**config.mk**
```make
export PLATFORM = sky130hd
export DESIGN_NAME = conv_weight_load_controller
export DESIGN_NICKNAME = d
export VERILOG_FILES = /design/src/rtl/conv_weight_load_controller.sv
export SDC_FILE = /design/constraint.sdc
export NUM_CORES = 1
export LEC_CHECK = 0
export CAP_MARGIN = 20
export CELL_PAD_IN_SITES_DETAIL_PLACEMENT = 0
export CELL_PAD_IN_SITES_GLOBAL_PLACEMENT = 2
export CORE_UTILIZATION = 27
export CTS_CLUSTER_DIAMETER = 100
export DETAILED_ROUTE_END_ITERATION = 12
export HOLD_SLACK_MARGIN = 0.08
export PLACE_DENSITY = 0.82
export SLEW_MARGIN = 20
export SYNTH_ARGS = -nofsm -noshare
export SYNTH_HDL_FRONTEND = slang
export SYNTH_SLANG_ARGS = --single-unit
```
**constraint.sdc**
```tcl
create_clock -name clk -period 2.4 [get_ports clk]
set_input_delay 0.48 -clock clk [delete_from_list [all_inputs] [get_ports clk]]
set_output_delay 0.48 -clock clk [all_outputs]
set_load 0.005 [all_outputs]
```
**src/rtl/conv_weight_load_controller.sv**
```systemverilog
// Weight-load sequencer for the conv layer: streams one 3x3 kernel plus bias
// from the weight ROM into the kernel array under a cmd/ack handshake.
module conv_weight_load_controller #(
  parameter int WIDTH            = 32,
  parameter int KERNEL_SIZE      = 3,
  parameter int TOTAL_WEIGHT     = 4,
  parameter int WORDS_PER_KERNEL = 10,
  parameter int ADDR_WIDTH       = 6,
  parameter int ROM_DEPTH        = 64
) (
  input  logic                  clk,
  input  logic                  rst,
  input  logic                  enable,
  input  logic [1:0]            weight_cmd,
  output logic [1:0]            weight_ack,
  output logic                  rom_en,
  output logic [ADDR_WIDTH-1:0] rom_addr,
  input  logic [WIDTH-1:0]      rom_data,
  output logic                  kernel_wr_en,
  output logic [3:0]            kernel_wr_idx,
  output logic [WIDTH-1:0]      kernel_data,
  output logic [1:0]            kernel_sel
);

  localparam logic [1:0] CMD_LOAD_START = 2'd1;
  localparam logic [1:0] CMD_RESET_IDX  = 2'd2;
  localparam logic [1:0] ACK_IDLE       = 2'd0;
  localparam logic [1:0] ACK_LOAD_FIN   = 2'd1;
  localparam logic [1:0] ACK_BUSY       = 2'd2;

  // The bias occupies the slot right after the KERNEL_SIZE^2 weights.
  localparam logic [3:0]            LAST_WORD     = 4'(KERNEL_SIZE * KERNEL_SIZE);
  localparam logic [1:0]            LAST_SEL      = 2'(TOTAL_WEIGHT - 1);
  localparam logic [ADDR_WIDTH-1:0] KERNEL_STRIDE = ADDR_WIDTH'(WORDS_PER_KERNEL);

  if (ROM_DEPTH < TOTAL_WEIGHT * WORDS_PER_KERNEL) begin : g_rom_too_small
    $error("ROM_DEPTH cannot hold TOTAL_WEIGHT kernels");
  end

  typedef enum logic [1:0] {
    ST_IDLE  = 2'd0,
    ST_FETCH = 2'd1,
    ST_DRAIN = 2'd2,
    ST_FIN   = 2'd3
  } state_t;

  state_t                  state_r;
  logic [3:0]              word_cnt_r;
  logic [3:0]              rd_idx_r;
  logic [1:0]              kernel_sel_r;
  logic [1:0]              ack_r;
  logic                    rom_en_r;
  logic [ADDR_WIDTH-1:0]   rom_addr_r;
  logic                    kernel_wr_en_r;
  logic [3:0]              kernel_wr_idx_r;
  logic [WIDTH-1:0]        kernel_data_r;
  logic [ADDR_WIDTH-1:0]   fetch_addr_s;

  assign fetch_addr_s = (ADDR_WIDTH'(kernel_sel_r) * KERNEL_STRIDE) + ADDR_WIDTH'(word_cnt_r);

  // Load sequencer: command decode, ROM read issue, kernel index and ack.
  always_ff @(posedge clk or posedge rst) begin
    if (rst) begin
      state_r      <= ST_IDLE;
      word_cnt_r   <= 4'd0;
      rd_idx_r     <= 4'd0;
      kernel_sel_r <= 2'd0;
      ack_r        <= ACK_IDLE;
      rom_en_r     <= 1'b0;
      rom_addr_r   <= '0;
    end else if (!enable) begin
      // Frozen: no new reads; a pending LOAD_FIN pulse must not stretch.
      rom_en_r <= 1'b0;
      ack_r    <= (ack_r == ACK_LOAD_FIN) ? ACK_IDLE : ack_r;
    end else begin
      case (state_r)
        ST_IDLE: begin
          rom_en_r <= 1'b0;
          case (weight_cmd)
            CMD_LOAD_START: begin
              state_r    <= ST_FETCH;
              word_cnt_r <= 4'd0;
              ack_r      <= ACK_BUSY;
            end
            CMD_RESET_IDX: begin
              kernel_sel_r <= 2'd0;
              ack_r        <= ACK_IDLE;
            end
            default: ack_r <= ACK_IDLE;
          endcase
        end
        ST_FETCH: begin
          rom_en_r   <= 1'b1;
          rom_addr_r <= fetch_addr_s;
          rd_idx_r   <= word_cnt_r;
          ack_r      <= ACK_BUSY;
          if (word_cnt_r == LAST_WORD) begin
            state_r    <= ST_DRAIN;
            word_cnt_r <= 4'd0;
          end else begin
            word_cnt_r <= word_cnt_r + 4'd1;
          end
        end
        ST_DRAIN: begin
          rom_en_r <= 1'b0;
          ack_r    <= ACK_BUSY;
          state_r  <= ST_FIN;
        end
        ST_FIN: begin
          rom_en_r     <= 1'b0;
          ack_r        <= ACK_LOAD_FIN;
          kernel_sel_r <= (kernel_sel_r == LAST_SEL) ? 2'd0 : kernel_sel_r + 2'd1;
          state_r      <= ST_IDLE;
        end
        default: begin
          rom_en_r <= 1'b0;
          ack_r    <= ACK_IDLE;
          state_r  <= ST_IDLE;
        end
      endcase
    end
  end

  // Write pipeline runs regardless of enable so an issued read is never lost.
  always_ff @(posedge clk or posedge rst) begin
    if (rst) begin
      kernel_wr_en_r  <= 1'b0;
      kernel_wr_idx_r <= 4'd0;
      kernel_data_r   <= '0;
    end else begin
      kernel_wr_en_r  <= rom_en_r;
      kernel_wr_idx_r <= rd_idx_r;
      kernel_data_r   <= rom_data;
    end
  end

  assign weight_ack    = ack_r;
  assign rom_en        = rom_en_r;
  assign rom_addr      = rom_addr_r;
  assign kernel_wr_en  = kernel_wr_en_r;
  assign kernel_wr_idx = kernel_wr_idx_r;
  assign kernel_data   = kernel_data_r;
  assign kernel_sel    = kernel_sel_r;

endmodule

```
==> qor_table.md, run 1 <==
| Stage | Quantity | Value |
|:---|:---|:---|
| outcome | Result of the run | complete, no violations |
| placement | Worst setup slack after placement | 0.398 ns |
| floorplan | Effective utilization at floorplan | 28.3% |
| power | Leak pwr | 1.45 nW |
| timing | Headroom to the max-slew limit | 74.7% |
| worst setup path | Crit Path Max Fanout | 8 |
| timing | Number of endpoints with negative hold slack in the final report | 0 |
| global routing | Number of global-route vias before repair | 1,393 |
| timing | Slew at the pin with the worst max-slew slack | 0.379 ns |
| synth | Cell variety after synth | 38 |
| routing | Average wire length per cell after detail routing | 11.7 µm |
| routing | Number of design rule violations left after detail routing | 0 |
| floorplan | Chip Width | 89.8 µm |
| worst setup path | Reg-to-reg critical path endpoint | word_cnt_r[1] |
| clock tree | Clk pin slew, worst setup/hold paths | 0.07 ns |
| synth | Top post-synthesis cells by area | sky130_fd_sc_hd__dfrtp_1, sky130_fd_sc_hd__ha_1, sky130_fd_sc_hd__inv_1 |
| worst setup path | Delay contributed by the slowest stage of the critical path | 0.55 ns |
| synth | Yosys warning total | 0 |
| clock tree | Setup Buffers After CTS | 0 |
| clock tree | Number of sinks handled by clock tree synthesis | 57 |
| global routing | Global-route wire length before repair | 6890 µm |
| routing | DR vias/cell | 4.11 |
| placement | Number of I/O port buffers | 84 |
| global routing | Remaining Overflow, GRT | 0 |
| clock tree | Post-CTS Hold Fix Bufs | 0 |
| power | VDD IR max | 0.641 mV |
| timing | Final worst slack | 0.556 ns |
| clock tree | Clock latency on the worst-skew pair | 0.33 ns |
| cells and area | Filler Cell Count | 679 |
| cells and area | Layout net count | 287 |
| synth | Most instantiated cells after synthesis | sky130_fd_sc_hd__dfrtp_1, sky130_fd_sc_hd__ha_1, sky130_fd_sc_hd__inv_1 |
| worst setup path | Startpoint type of the worst setup path | flip-flop |
| timing | RSZ-0062 raised after global routing | false |
| synth | Area fraction of the dominant cell type after synthesis | 68.5% |
| synth | Most used DFF post-synth | sky130_fd_sc_hd__dfrtp_1 |
| timing | Endpoints failing setup | 0 |
| worst setup path | Register-to-register setup slack | 0.59 ns |
| synth | Count of state elements after synthesis | 57 |
| timing | Final critical-path required period | 1.84 ns |
| routing | Final routed wirelength across all metal layers | 3990 µm |
| clock tree | Maximum root-to-sink buffer count | 2 |
| clock tree | TritonCTS clock tree | yes |
| worst setup path | Signal arrival time at the worst endpoint | 1.36 ns |
| timing | Pins Over Slew Limit | 0 |
| clock tree | Number of gates resized after cts | 0 |
| floorplan | Boundary Pins | 85 |
| clock tree | Level count of the clock H-tree | 3 |
| min path | Number of cells traversed by the worst hold path | 0 |
| worst setup path | Slowest cell on the critical path | sky130_fd_sc_hd__clkdlybuf4s50_1 |
| synth | Net Count, Synth | 194 |
| cells and area | Diode count | 0 |
| worst setup path | Buffering stage count on the worst path with inverters included | 1 |
| min path | HP Class | flip-flop to flip-flop |
| synth | Summed instance area of the synthesized netlist | 0.00208 mm² |
| worst setup path | Kind of critical path | flip-flop to output port |
| cells and area | Layout-stage area growth over the synthesis result | 58.7% |
| floorplan | Die footprint | 0.00807 mm² |
| global routing | Largest net degree at the start of global routing | 41 |
| synth | Sequential area share after synthesis | 68.5% |
| worst setup path | Number of cells traversed by the worst register-to-register path | 5 |
| cells and area | Proportion of layout cells with a drive suffix above 1 | 10.4% |
| timing | Final-layout setup total negative slack | 0 ns |
| worst setup path | Crit-path leading delay family | buffers and inverters |
| routing | DR pass1 iterations | 4 |
| placement | Routability congestion estimate | 0.780 |
| synth | Post-synthesis async set-or-reset flop share | 100% |
| timing | Max frequency | 542 MHz |
| synth | Instance count of the mapped netlist | 143 |
| timing | Clk_skew | 0.00540 ns |
| global routing | GRT Resource Usage Total | 11.2% |
| clock tree | Root Buffer Master | sky130_fd_sc_hd__clkbuf_8 |
| routing | Number of DRC markers after the initial detailed-route iteration | 67 |
| synth | Cell with the most instances after synthesis | sky130_fd_sc_hd__dfrtp_1 |
| routing | Number of routed nets with antenna violations | 0 |
| global routing | Number of antenna violations at the first check in global routing | 0 |
| power | Pwr/cell area | 1020 mW/mm² |
| worst setup path | Critical Path, Cell by Cell | clkdlybuf4s50_1 |
| worst setup path | Data required time at the worst endpoint | 1.92 ns |
| synth | Post-synth EDFFs | 0 |
| routing | Via count | 1,398 |
| timing | Fraction of the cycle the final worst path needs | 76.8% |
| synth | Average footprint of a synthesized cell | 14.6 µm² |
| floorplan | Floorplan die height | 89.8 µm |
| flow run | Reported max-cap violation count | 0 |
| floorplan | Core box area | 0.00737 mm² |
| floorplan | Count of standard-cell rows | 31 |
| worst setup path | CP endpoint kind | output port |
| min path | Hold path startpoint | rd_idx_r[1] |
| synth | Cell type with the largest total area after synthesis | sky130_fd_sc_hd__dfrtp_1 |
| worst setup path | R2r startpoint | state_r[0] |
| placement | Estimated wirelength of the detail-placed design | 2910 µm |
| clock tree | Number of buffers inserted during clock tree synthesis | 9 |
| min path | Hold path endpoint | kernel_wr_idx[1] |
[cell usage in the layout (no fill, tap or decap), types with 2 or more instances in the layout]
cell type / n
sky130_fd_sc_hd__clkdlybuf4s50_1: 84
sky130_fd_sc_hd__mux2_2: 3
sky130_fd_sc_hd__ha_1: 13
sky130_fd_sc_hd__a21oi_1: 2
sky130_fd_sc_hd__o211ai_1: 2
sky130_fd_sc_hd__nand3_1: 2
sky130_fd_sc_hd__dfrtp_1: 57
sky130_fd_sc_hd__o22ai_1: 2
sky130_fd_sc_hd__nand2b_1: 2
sky130_fd_sc_hd__a32o_1: 2
sky130_fd_sc_hd__nand2_1: 8
sky130_fd_sc_hd__inv_1: 11
sky130_fd_sc_hd__bufinv_16: 3
sky130_fd_sc_hd__o21ai_0: 8
sky130_fd_sc_hd__mux2i_1: 2
sky130_fd_sc_hd__nor2_1: 4
sky130_fd_sc_hd__clkbuf_8: 11
[through the flow]
stage	hold slack, ns	util [%]	cell area (µm²)	total power, mW	cells
after global routing	0.389	44.8	3300	3.60	340
final	0.375	44.8	3300	3.37	340
after global placement	0.361	41.4	3050	2.27	324
after floorplan	0.349	-	2080	1.81	143
after CTS	0.376	44.8	3300	3.43	340
after detailed placement	0.360	41.4	3050	2.28	324
[power by group]
| part | switching [mW] | internal (mW) |
|---|---|---|
| Combinational | 0.395 | 0.545 |
| Clock | 0.373 | 0.749 |
| Sequential | 0.155 | 1.15 |
| Total | 0.923 | 2.45 |
[cell families after synthesis]
family	after synthesis	synth area share [%]
flops	57	68.5
simple gates	26	7.45
compound gates	24	8.59
buf+inv	15	2.94
fa+ha+maj	14	8.77
mux	6	3.31
xor+xnor	1	0.421
[routing by layer]
metal  wire length (µm)  GRT usage, %  share of wire [%]  vias to the layer above
met5                  0             0                  0                        -
met4                 33          3.69               0.83                        0
li1                   -             -                  -                      678
met1               1860          14.1                 46                      651
met2               1780          16.3                 45                       65
met3                324          6.01                8.1                        4
[layout make-up]
type / instances / area [µm²] / area share (%)
sequential: 57 / 1430 / 43.2
timing repair buffer: 85 / 861 / 26.1
multi-input combinational: 71 / 594 / 18.0
clock buffer: 12 / 155 / 4.70
tap: 99 / 124 / 3.75
clock inverter: 4 / 98.8 / 2.99
inverter: 12 / 45.0 / 1.36
[state kept, by name, summed over array words and instances, names as in the netlist, 2 cells and up]
register	cells
weight_ack	2
rd_idx_r	4
kernel_data	32
rom_addr	5
word_cnt_r	4
state_r	2
kernel_sel	2
kernel_wr_idx	4
[worst max-delay path by stage]
stage / from / to / slack, ns / cells past startpoint
2_1_floorplan: rst / kernel_data[0] / 0.52 / 1
3_3_place_gp: enable / rom_addr[4] / 0.42 / 4
3_5_place_dp: enable / rom_addr[4] / 0.40 / 4
4_1_cts: kernel_sel[1] / kernel_sel[1] / 0.52 / 1
5_1_grt: state_r[0] / word_cnt_r[1] / 0.41 / 5
6_report: kernel_sel[1] / kernel_sel[1] / 0.56 / 1
No activity file was read; power rests on OpenSTA's default activity.
==> inputs of run 2 (changes only) <==
--- a/config.mk
+++ b/config.mk
@@ -8,11 +8,11 @@
 export CAP_MARGIN = 20
 export CELL_PAD_IN_SITES_DETAIL_PLACEMENT = 0
 export CELL_PAD_IN_SITES_GLOBAL_PLACEMENT = 2
-export CORE_UTILIZATION = 27
+export CORE_UTILIZATION = 24
 export CTS_CLUSTER_DIAMETER = 100
 export DETAILED_ROUTE_END_ITERATION = 12
 export HOLD_SLACK_MARGIN = 0.08
-export PLACE_DENSITY = 0.82
+export PLACE_DENSITY = 0.77
 export SLEW_MARGIN = 20
 export SYNTH_ARGS = -nofsm -noshare
 export SYNTH_HDL_FRONTEND = slang
==> constraint.sdc (replaced) <==
create_clock -name clk -period 1.55 [get_ports clk]
set_input_delay 0.31 -clock clk [delete_from_list [all_inputs] [get_ports clk]]
set_output_delay 0.31 -clock clk [all_outputs]
set_load 0.005 [all_outputs]
==> run 2 against run 1 <==
Compared with the run above:
- clock skew is essentially flat
- hold slack better by 0.00098 ns
- cell count rose by 9.7%
- global-route usage decreased by 0.70 points
- critical path type unchanged
- routed wire length up 11%
- setup slack worse by 0.50 ns
==> qor_table.md, run 2 (synthesized netlist as in run 1, its figures left out) <==
| Stage | Quantity | Value | vs previous |
|:---|:---|:---|:---|
| clock tree | Clk pin slew, worst setup/hold paths | 0.07 ns | about the same |
| clock tree | Level count of the clock H-tree | 3 | unchanged |
| timing | Pins Over Slew Limit | 0 | unchanged |
| outcome | Result of the run | complete, no violations |  |
| min path | Hold path startpoint | rom_en |  |
| power | Portion of total power attributed to the clock network | 22.1% | -11 points |
| worst setup path | R2r startpoint | state_r[0] |  |
| global routing | Number of global-route vias before repair | 1,531 | +9.9% |
| cells and area | Flip-flop count of the largest register, all copies and words added | 32 | unchanged |
| worst setup path | Slowest cell on the critical path | sky130_fd_sc_hd__clkdlybuf4s50_1 |  |
| worst setup path | Reg-to-reg critical path endpoint | state_r[1] |  |
| floorplan | Core box area | 0.00830 mm² | +13% |
| routing | Number of DRC markers after the initial detailed-route iteration | 22 | -67% |
| min path | Number of cells traversed by the worst hold path | 0 | unchanged |
| floorplan | Chip Width | 95.1 µm | +5.9% |
| worst setup path | Crit Path Max Fanout | 2 | -6 |
| worst setup path | Levels on crit path | 1 | unchanged |
| global routing | Remaining Overflow, GRT | 0 | unchanged |
| floorplan | Die footprint | 0.00905 mm² | +12% |
| worst setup path | Register-to-register setup slack | 0.07 ns | -0.52 ns |
| placement | Worst setup slack after placement | -0.224 ns | -0.621 ns |
| min path | Hold path endpoint | kernel_wr_en |  |
| timing | Headroom to the max-slew limit | 79.6% | +4.9 points |
| timing | Clk_skew | 0.00491 ns | -0.000490 ns |
| timing | Fraction of the cycle the final worst path needs | 96.1% |  |
| clock tree | Number of sinks handled by clock tree synthesis | 57 | unchanged |
| placement | Estimated wirelength of the detail-placed design | 3230 µm | +11% |
| worst setup path | Crit-path leading delay family | buffers and inverters |  |
| timing | Number of endpoints with negative hold slack in the final report | 0 | unchanged |
| worst setup path | Buffering stage count on the worst path with inverters included | 1 | unchanged |
| cells and area | Most frequent cells in the layout | sky130_fd_sc_hd__clkdlybuf4s50_1, sky130_fd_sc_hd__dfrtp_1, sky130_fd_sc_hd__buf_4, sky130_fd_sc_hd__clkbuf_8 |  |
| worst setup path | Signal arrival time at the worst endpoint | 1.18 ns | -0.18 ns |
| power | Internal power | 3.60 mW | +47% |
| power | Combinational power share | 40.3% | +12 points |
| routing | DR pass1 iterations | 4 | unchanged |
| cells and area | Filler Cell Count | 823 | +21% |
| clock tree | TritonCTS clock tree | yes |  |
| cells and area | Layout-stage area growth over the synthesis result | 68.3% |  |
| cells and area | Post-route cell area | 0.00350 mm² | +6.1% |
| worst setup path | Critical Path, Cell by Cell | clkdlybuf4s50_1 |  |
| power | Pwr/cell area | 1470 mW/mm² | +45% |
| timing | Max frequency | 671 MHz |  |
| timing | Worst Hold Slack | 0.376 ns | +0.000980 ns |
| worst setup path | Number of cells traversed by the worst register-to-register path | 4 | -1 |
| cells and area | Non-filler instance count after layout | 373 | +9.7% |
| clock tree | Clock latency on the worst-skew pair | 0.32 ns | about the same |
| cells and area | Most common library cell in the layout ignoring fill and taps | sky130_fd_sc_hd__clkdlybuf4s50_1 |  |
| worst setup path | Data required time at the worst endpoint | 1.24 ns | -0.68 ns |
| routing | Number of routed nets with antenna violations | 0 | unchanged |
| routing | Final routed wirelength across all metal layers | 4440 µm | +11% |
| global routing | Global-route wire length before repair | 7120 µm | +3.3% |
| global routing | GRT Resource Usage Total | 10.5% | -0.70 points |
| cells and area | Proportion of layout cells with a drive suffix above 1 | 23.1% | +13 points |
| worst setup path | Delay contributed by the slowest stage of the critical path | 0.50 ns | -0.05 ns |
| timing | Slew at the pin with the worst max-slew slack | 0.306 ns | -0.0736 ns |
| timing | Endpoints failing setup | 0 | unchanged |
| floorplan | Count of standard-cell rows | 33 | +6.5% |
| timing | Final critical-path required period | 1.49 ns |  |
| floorplan | Floorplan die height | 95.1 µm | +5.9% |
| placement | Routability congestion estimate | 0.794 | +1.7% |
| power | VDD IR max | 0.533 mV | -17% |
| worst setup path | CP endpoint kind | output port |  |
| routing | Via count | 1,488 | +6.4% |
| clock tree | Number of buffers inserted during clock tree synthesis | 9 | unchanged |
| floorplan | Boundary Pins | 85 | unchanged |
| power | Switching share of power | 30.3% | +2.9 points |
| worst setup path | Kind of critical path | flip-flop to output port |  |
| routing | DR vias/cell | 3.99 | -3.0% |
| placement | # placed instances | 354 | +9.3% |
| routing | Average wire length per cell after detail routing | 11.9 µm | +1.4% |
| placement | Number of I/O port buffers | 84 | unchanged |
| cells and area | Multi-input gate area in the final layout | 659 µm² | +11% |
| cells and area | Total area of sequential cells | 0.00143 mm² | about the same |
| power | Leak pwr | 1.57 nW | +8.0% |
| clock tree | Maximum root-to-sink buffer count | 2 | unchanged |
| global routing | Largest net degree at the start of global routing | 58 | +41% |
| cells and area | Layout net count | 314 | +9.4% |
| power | Power dissipated by switching net loads | 1.57 mW | +70% |
| routing | Number of design rule violations left after detail routing | 0 | unchanged |
| floorplan | Effective utilization at floorplan | 25.1% | -3.2 points |
| power | Portion of total power attributed to sequential cells | 37.6% | -1.2 points |
| worst setup path | Startpoint type of the worst setup path | flip-flop |  |
| cells and area | Diode count | 0 | unchanged |
| timing | Final worst slack | 0.0598 ns | -0.496 ns |
| global routing | Number of antenna violations at the first check in global routing | 0 | unchanged |
| flow run | Reported max-cap violation count | 0 | unchanged |
| timing | RSZ-0062 raised after global routing | false |  |
| clock tree | Root Buffer Master | sky130_fd_sc_hd__clkbuf_8 |  |
| min path | HP Class | flip-flop to flip-flop |  |
| placement | Post-Place Cell Area | 0.00324 mm² | +6.3% |
-- run 2: cell types whose count changed in the layout (fill, tap and decap cells not counted), sizes merged --
cell | previous run | this run
clkinv | 1 | 4
buf | 1 | 28
clkinvlp | 0 | 3
bufinv | 3 | 0
inv | 12 | 11
dlygate4sd2 | 0 | 1
dlymetal6s2s | 0 | 2
clkbuf | 12 | 10
clkdlybuf4s50 | 84 | 81
-- run 2: cell type report --
cell class	count	area share [%]
multi-input combinational	71	18.8
tap	105	3.75
clock inverter	6	1.00
clock buffer	10	3.64
timing repair buffer	112	30.7
inverter	12	1.39
sequential	57	40.7
-- run 2: routing by layer --
layer  up-vias  global-route usage, %  wire, µm
li1        729                      -         -
met1       691                   13.3      2050
met2        63                   16.1      1990
met3         5                   3.11       358
met4         0                   5.30        42
met5         -                      0         0
-- run 2: repair_timing --
item | CTS | global route
resized for setup | 4 | 17
setup buffers | 3 | 0
pin swaps | 0 | 5
endpoints found under the setup margin | 5 | 15
hold buffers | 0 | 0
-- run 2: worst max-delay path by stage --
stage | start | end | slack, ns
final | kernel_sel[1] | kernel_sel[1] | 0.06
after global routing | weight_ack[0] | weight_ack[0] | 0.0009
after CTS | word_cnt_r[1] | state_r[1] | 0.005
after detailed placement | enable | state_r[1] | -0.22
after global placement | enable | state_r[1] | -0.19
after floorplan | state_r[0] | word_cnt_r[1] | 0.02
-- run 2: power by group through the flow --
stage	combinational [mW]	sequential, mW	clock [mW]
finish	2.08	1.94	1.14
global placement	1.87	1.97	0
global route	2.32	1.99	1.28
floorplan	0.794	2.02	0
detailed placement	1.89	1.98	0
CTS	1.99	1.94	1.20
-- run 2: through the flow --
stage | utilization, % | TNS, ns | power [mW]
after floorplan | - | 0 | 2.82
after global placement | 39.1 | -1.23 | 3.84
after detailed placement | 39.1 | -1.70 | 3.86
after CTS | 41.5 | 0 | 5.14
after global routing | 42.2 | 0 | 5.59
final | 42.2 | 0 | 5.17
==> inputs of run 3 (changes only) <==
--- a/config.mk
+++ b/config.mk
@@ -5,7 +5,6 @@
 export SDC_FILE = /design/constraint.sdc
 export NUM_CORES = 1
 export LEC_CHECK = 0
-export CAP_MARGIN = 20
 export CELL_PAD_IN_SITES_DETAIL_PLACEMENT = 0
 export CELL_PAD_IN_SITES_GLOBAL_PLACEMENT = 2
 export CORE_UTILIZATION = 24
@@ -13,7 +12,7 @@
 export DETAILED_ROUTE_END_ITERATION = 12
 export HOLD_SLACK_MARGIN = 0.08
 export PLACE_DENSITY = 0.77
-export SLEW_MARGIN = 20
+export SLEW_MARGIN = 10
 export SYNTH_ARGS = -nofsm -noshare
 export SYNTH_HDL_FRONTEND = slang
 export SYNTH_SLANG_ARGS = --single-unit
==> results of run 3 <==
Same layout as run 2: the final DEF is identical, and so are final timing and power.
